File: src/rtl/clct_peak_pkg.sv
// Shared widths, FSM encoding and hold-register bundle for clct_peak_hold.
// The subkey field exists only when CLCT_PEAK_SUBKEY_EN is defined.
package clct_peak_pkg;

    localparam int MXPATB     = 7;
    localparam int MXKEYBX    = 8;
    localparam int MXQLTB     = 6;
    localparam int MXBNDB     = 5;
    localparam int MXPATC     = 12;
    localparam int MXSUBKEYBX = 10;
    localparam int MXDLYB     = 3;
    localparam int MXSKEYB    = 6;

    typedef enum logic [1:0] {
        S_IDLE  = 2'd0,
        S_ACCUM = 2'd1,
        S_EMIT  = 2'd2,
        S_DEAD  = 2'd3
    } state_t;

    typedef struct packed {
        logic [MXPATB-1:0]     pat;
        logic [MXKEYBX-1:0]    key;
        logic [MXBNDB-1:0]     bend;
        logic [MXPATC-1:0]     carry;
`ifdef CLCT_PEAK_SUBKEY_EN
        logic [MXSUBKEYBX-1:0] subkey;
`endif
        logic [MXQLTB-1:0]     qlt;
    } hold_t;

endpackage

File: src/rtl/clct_peak_hold_sat_cnt8.sv
// 8-bit saturating event counter with synchronous clear.
// Clear wins over an increment in the same cycle.
module sat_cnt8 (
    input  logic       clk,
    input  logic       rst_n,
    input  logic       i_clr,
    input  logic       i_inc,
    output logic [7:0] o_cnt
);

    logic [7:0] r_cnt;

    // Count up, stick at 255, clear on request
    always_ff @(posedge clk or negedge rst_n) begin
        if (!rst_n) begin
            r_cnt <= 8'd0;
        end else if (i_clr) begin
            r_cnt <= 8'd0;
        end else if (i_inc && (r_cnt != 8'hFF)) begin
            r_cnt <= r_cnt + 8'd1;
        end
    end

    assign o_cnt = r_cnt;

endmodule

File: src/rtl/clct_peak_hold.sv
// Peak-hold of the best CLCT candidate over a drift window, with dead time.
// Optional macro CLCT_PEAK_SUBKEY_EN: carry the quarter-strip key through.
module clct_peak_hold
    import clct_peak_pkg::*;
#(
    parameter int PATLUT = 0
) (
    input  logic                  clock,
    input  logic                  reset_n,
    input  logic [MXPATB-1:0]     pat_in,
    input  logic [MXKEYBX-1:0]    key_in,
    input  logic [MXBNDB-1:0]     bend_in,
    input  logic [MXPATC-1:0]     carry_in,
    input  logic [MXSUBKEYBX-1:0] subkey_in,
    input  logic [MXQLTB-1:0]     qlt_in,
    input  logic                  enable,
    input  logic [2:0]            nhit_thresh,
    input  logic [3:0]            pid_thresh,
    input  logic [MXDLYB-1:0]     drift_dly,
    input  logic [MXDLYB-1:0]     dead_time,
    input  logic                  clr_lost,
    output logic                  clct_vld,
    output logic [MXPATB-1:0]     clct_pat,
    output logic [MXKEYBX-1:0]    clct_key,
    output logic [MXBNDB-1:0]     clct_bend,
    output logic [MXPATC-1:0]     clct_carry,
    output logic [MXSUBKEYBX-1:0] clct_subkey,
    output logic [MXQLTB-1:0]     clct_qlt,
    output logic                  busy,
    output logic [7:0]            lost_cnt
);

    hold_t               r_s0;
    hold_t               r_hold;
    hold_t               r_out;
    hold_t               w_in;
    hold_t               w_out;
    state_t              r_state;
    state_t              w_state_nxt;
    logic [MXDLYB-1:0]   r_cnt;
    logic [MXDLYB-1:0]   r_dt;
    logic [MXDLYB-1:0]   w_cnt_nxt;
    logic [MXDLYB-1:0]   w_dt_nxt;
    logic                w_pass;
    logic                w_load;
    logic                w_inc;
    logic [MXSKEYB-1:0]  w_skey_s0;
    logic [MXSKEYB-1:0]  w_skey_hold;

    assign w_in.pat    = pat_in;
    assign w_in.key    = key_in;
    assign w_in.bend   = bend_in;
    assign w_in.carry  = carry_in;
    assign w_in.qlt    = qlt_in;
`ifdef CLCT_PEAK_SUBKEY_EN
    assign w_in.subkey = subkey_in;
`else
    logic w_unused_subkey;
    assign w_unused_subkey = ^subkey_in;
`endif

    // Stage 0: register the sorter winner every bx
    always_ff @(posedge clock or negedge reset_n) begin
        if (!reset_n) begin
            r_s0 <= '0;
        end else begin
            r_s0 <= w_in;
        end
    end

    assign w_pass = enable
                  & (r_s0.pat[6:4] >= nhit_thresh)
                  & (r_s0.pat[3:0] >= pid_thresh);

    assign w_skey_s0   = (PATLUT != 0) ? r_s0.qlt
                                       : r_s0.pat[MXPATB-1:1];
    assign w_skey_hold = (PATLUT != 0) ? r_hold.qlt
                                       : r_hold.pat[MXPATB-1:1];

    // FSM state and window/dead-time counters
    always_ff @(posedge clock or negedge reset_n) begin
        if (!reset_n) begin
            r_state <= S_IDLE;
            r_cnt   <= '0;
            r_dt    <= '0;
        end else begin
            r_state <= w_state_nxt;
            r_cnt   <= w_cnt_nxt;
            r_dt    <= w_dt_nxt;
        end
    end

    // Next state, hold-load strobe and lost-trigger strobe
    always_comb begin
        w_state_nxt = r_state;
        w_cnt_nxt   = r_cnt;
        w_dt_nxt    = r_dt;
        w_load      = 1'b0;
        w_inc       = 1'b0;
        unique case (r_state)
            S_IDLE: begin
                if (w_pass) begin
                    w_load    = 1'b1;
                    w_cnt_nxt = drift_dly;
                    w_dt_nxt  = dead_time;
                    if (drift_dly == '0) begin
                        w_state_nxt = S_EMIT;
                    end else begin
                        w_state_nxt = S_ACCUM;
                    end
                end
            end
            S_ACCUM: begin
                if (!enable) begin
                    w_state_nxt = S_IDLE;
                end else begin
                    if (w_pass && (w_skey_s0 > w_skey_hold)) begin
                        w_load = 1'b1;
                    end
                    if (r_cnt <= MXDLYB'(1)) begin
                        w_state_nxt = S_EMIT;
                    end else begin
                        w_cnt_nxt = r_cnt - MXDLYB'(1);
                    end
                end
            end
            S_EMIT: begin
                if (r_dt == '0) begin
                    w_state_nxt = S_IDLE;
                end else begin
                    w_state_nxt = S_DEAD;
                end
            end
            S_DEAD: begin
                w_inc = w_pass;
                if (r_dt <= MXDLYB'(1)) begin
                    w_state_nxt = S_IDLE;
                end else begin
                    w_dt_nxt = r_dt - MXDLYB'(1);
                end
            end
            default: begin
                w_state_nxt = S_IDLE;
            end
        endcase
    end

    // Best-candidate hold registers
    always_ff @(posedge clock or negedge reset_n) begin
        if (!reset_n) begin
            r_hold <= '0;
        end else if (w_load) begin
            r_hold <= r_s0;
        end
    end

    // Output fields keep the last emitted candidate
    always_ff @(posedge clock or negedge reset_n) begin
        if (!reset_n) begin
            r_out <= '0;
        end else if (r_state == S_EMIT) begin
            r_out <= r_hold;
        end
    end

    assign w_out    = (r_state == S_EMIT) ? r_hold : r_out;
    assign clct_vld = (r_state == S_EMIT);
    assign busy     = (r_state != S_IDLE);

    assign clct_pat    = w_out.pat;
    assign clct_key    = w_out.key;
    assign clct_bend   = w_out.bend;
    assign clct_carry  = w_out.carry;
    assign clct_qlt    = w_out.qlt;
`ifdef CLCT_PEAK_SUBKEY_EN
    assign clct_subkey = w_out.subkey;
`else
    assign clct_subkey = {w_out.key, 2'b00};
`endif

    sat_cnt8 u_lost (
        .clk   (clock),
        .rst_n (reset_n),
        .i_clr (clr_lost),
        .i_inc (w_inc),
        .o_cnt (lost_cnt)
    );

endmodule

File: config.mk
export PLATFORM = sky130hd
export DESIGN_NAME = clct_peak_hold
export DESIGN_NICKNAME = d
export VERILOG_FILES = /design/src/rtl/clct_peak_pkg.sv /design/src/rtl/clct_peak_hold_sat_cnt8.sv /design/src/rtl/clct_peak_hold.sv
export SDC_FILE = /design/constraint.sdc
export NUM_CORES = 1
export LEC_CHECK = 0
export ABC_AREA = 1
export CORE_ASPECT_RATIO = 0.9
export CORE_UTILIZATION = 25
export CTS_CLUSTER_SIZE = 25
export DETAILED_ROUTE_END_ITERATION = 10
export DONT_BUFFER_PORTS = 1
export PLACE_DENSITY_LB_ADDON = 0.25
export SYNTH_ARGS = -nofsm -noshare
export SYNTH_HDL_FRONTEND = slang
export SYNTH_SLANG_ARGS = --single-unit
File: constraint.sdc
create_clock -name clock -period 2.2 [get_ports clock]
set_clock_uncertainty 0.15 [all_clocks]
set_input_delay 0.55 -clock clock [delete_from_list [all_inputs] [get_ports clock]]
set_output_delay 0.55 -clock clock [all_outputs]
set_load 0.03 [all_outputs]
==> flow_metrics.tcl <==
set metrics [dict create \
    slowest_delay_ps 400 \
    switchingPower_mw 4.14 \
    worstSetupEndpointType "output pin" \
    gp_congestion 0.710 \
    internal-power_mw 5.84 \
    max-vdd-ir-drop_v 0.000456 \
    slowest_stage "dfrtp_1" \
    drtIter0Drc 226 \
    antenna_found_initial 0 \
    p_sw_share_pct 41.5 \
    cp_cell_sequence "nor2_4 > inv_2 > buf_12 > o21ai_1 > buf_4" \
    setup_viol 30 \
    arrival_ps 1570 \
    total_power_mw 9.98 \
    min_path_type "input port to async pin" \
    mostFrequentLayoutCell "nand2_1" \
    ys_seq_area_share_pct 59.5 \
    synthMuxAreaShare_pct 0 \
    hold_viol_final 130 \
    grt_pass1_wl_um 21300 \
    cts.sinks 130 \
    ys_warn_count 0 \
    maxSlewViolCount 0 \
    synthSimpleGateAreaFrac_pct 26.0 \
    globalRouteOverflowTotal 0 \
    core_area_sq_um 21100 \
    dieArea_sq_um 22500 \
    antenna_cells 0 \
    synth_seq_cells 130 \
    layout.nets 730 \
    cts_tree "yes" \
    violations "hold timing, setup timing" \
    layout-drive-gt1-share_pct 19.9 \
    path_class "register to output pin" \
    final_antenna_net_count 0 \
    drc_errors 0 \
    path_max_fanout 27 \
    postSynthCellCount 589 \
    final_cell_mix "194 x nand2_1, 130 x dfrtp_1, 64 x nand3_1, 38 x inv_1, 38 x dlygate4sd3_1" \
    h-tree-depth 4 \
    fin_crit_sh_pct 103 \
    fmax_mhz 441 \
    cp-start-kind "register" \
    dr.pass1.iters 4 \
    power_frac_clock_pct 28.3 \
    insertion_delay_ps 420 \
    status "complete, but fails checks" \
    vias 4032 \
    cp_data_required_time_ps 1500 \
    fp.dieH_um 142 \
    rsz0062_at_grt "yes" \
    ys_types 28 \
    ctsHoldBuffers 38 \
    finalSetupTns_ps -884 \
    synth_compound_area_share_pct 2.45 \
    avgSynthCellArea_sq_um 9.29 \
    viasPerCell 4.27 \
    grt_util_all_layers_pct 12.6 \
    grt_pass1_vias 4100 \
    die_x_um 158 \
    synth-xor-area-share_pct 0.801 \
    cts_root_buf "clkbuf_16" \
    rows 50 \
    synth_area_sq_um 5470 \
    powerDensity_nw_per_um2 1390 \
    port_buffers 0 \
    final_util_pct 34.0 \
    worst_slack_ps -68.0 \
    synth_top_family_by_area "simple AND/OR/NAND/NOR gates" \
    routed_wl_um 13500 \
    seqPwrFrac_pct 35.2 \
    dp.final_hpwl_um 8740 \
    synth_adder_area_share_pct 4.35 \
    initial_utilization_pct 25.9 \
    comb_power_share_pct 36.5 \
    grt_max_degree 131 \
    cts_buffer_depth 2 \
    cap_violations 0 \
    fin_crit_ps 2270 \
    cts_buffers 17 \
    leakagePower_nw 3.54 \
    ios 123 \
    clkTransAtPathRegs_ps 60 \
    wire_per_inst_um 14.3 \
    synthToLayoutAreaGrowth_pct 31.4 \
    holdWs_ps -321 \
]
[final timing paths]
kind                            startpoint               to  slack [ps]  depth (start not counted)
worst max-delay path            r_state[0]      clct_pat[2]         -70                          5
worst min-delay path               reset_n        r_out[35]        -320                          0
worst max register to register    r_s0[37]  u_lost.o_cnt[5]         170                         10
worst min register to register  r_hold[35]       r_hold[35]         320                          2
max in group asynchronous          reset_n        r_out[33]        1860                          0
min in group clock                clr_lost  u_lost.o_cnt[0]         130                          3
[worst max-delay path: cells and delay by family, from the launching register on]
| kind | cells | cell delay [ps] |
|---|---|---|
| buffers and inverters | 3 | 430 |
| DFF | 1 | 400 |
| and+or+nand+nor | 1 | 190 |
| AOI/OAI and AO/OA | 1 | 120 |
[through the flow]
step / worst slack [ps] / cell area (sq um) / instances
CTS: -140 / 7150 / 945
floorplan: 16.8 / 5490 / 590
global placement: 92.6 / 5890 / 873
finish: -68.0 / 7190 / 945
detailed placement: 30.5 / 5890 / 873
global route: -170 / 7190 / 945
[power groups by stage]
stage               combinational [mW]  clock, mW  sequential, mW
finish                            3.65       2.82            3.51
global route                      3.99       3.00            3.60
CTS                               3.63       2.91            3.50
detailed placement                3.20          0            3.54
global placement                  3.14          0            3.52
floorplan                         2.61          0            3.47
[routing by layer]
layer | vias up | share of wire [%] | GRT usage, %
met5 | - | 0 | 0
met4 | 0 | 1.7 | 6.03
met3 | 14 | 5.0 | 3.11
met2 | 124 | 48 | 20.9
met1 | 1947 | 45 | 15.4
li1 | 1947 | - | -
[synth_stat cells (all sizes together)]
| master | instances | area share, % |
|---|---|---|
| nand2 | 250 | 18 |
| dfrtp | 130 | 59 |
| nand3 | 66 | 6.2 |
| inv | 40 | 2.7 |
| buf | 26 | 3.6 |
| ha | 19 | 4.3 |
| nor2 | 18 | 1.4 |
| o21ai | 13 | 1.2 |
| a21oi | 7 | 0.71 |
| nor3 | 5 | 0.46 |
| clkbuf | 4 | 0.27 |
| clkinv | 3 | 0.23 |
| xnor2 | 3 | 0.48 |
| xor2 | 2 | 0.32 |
| a21boi | 1 | 0.21 |
| conb | 1 | 0.069 |
| o21bai | 1 | 0.34 |
[cells by family after synthesis]
group,Yosys count
flip-flops,130
adder cells (fa/ha/maj),19
buffers and inverters,73
other,1
AO/OA/AOI/OAI,22
AND/OR/NAND/NOR,339
XOR/XNOR,5
[repair_timing]
item / in CTS / in global routing
hold endpoints to repair: 168 / 130
setup endpoints to repair: 46 / 46
gates resized for setup: 71 / 12
setup buffers: 2 / 0
gates cloned: 0 / 0
pin swaps: 2 / 17
[state kept, by name (all words and copies together) (netlist names)]
| signal | flops |
|---|---|
| r_out | 38 |
| r_dt | 3 |
| u_lost.o_cnt | 8 |
| r_cnt | 3 |
| r_state | 2 |
| r_hold | 38 |
| r_s0 | 38 |
[area by class of cell]
cell class / instances / area (sq um)
Clock buffer: 17 / 425
Fill cell: 2214 / 14000
Sequential cell: 130 / 3250
Tap cell: 286 / 358
Multi-Input combinational cell: 387 / 2120
Inverter: 43 / 163
Timing Repair Buffer: 67 / 702
Clock inverter: 15 / 166
(Power assumes the default switching activity.)
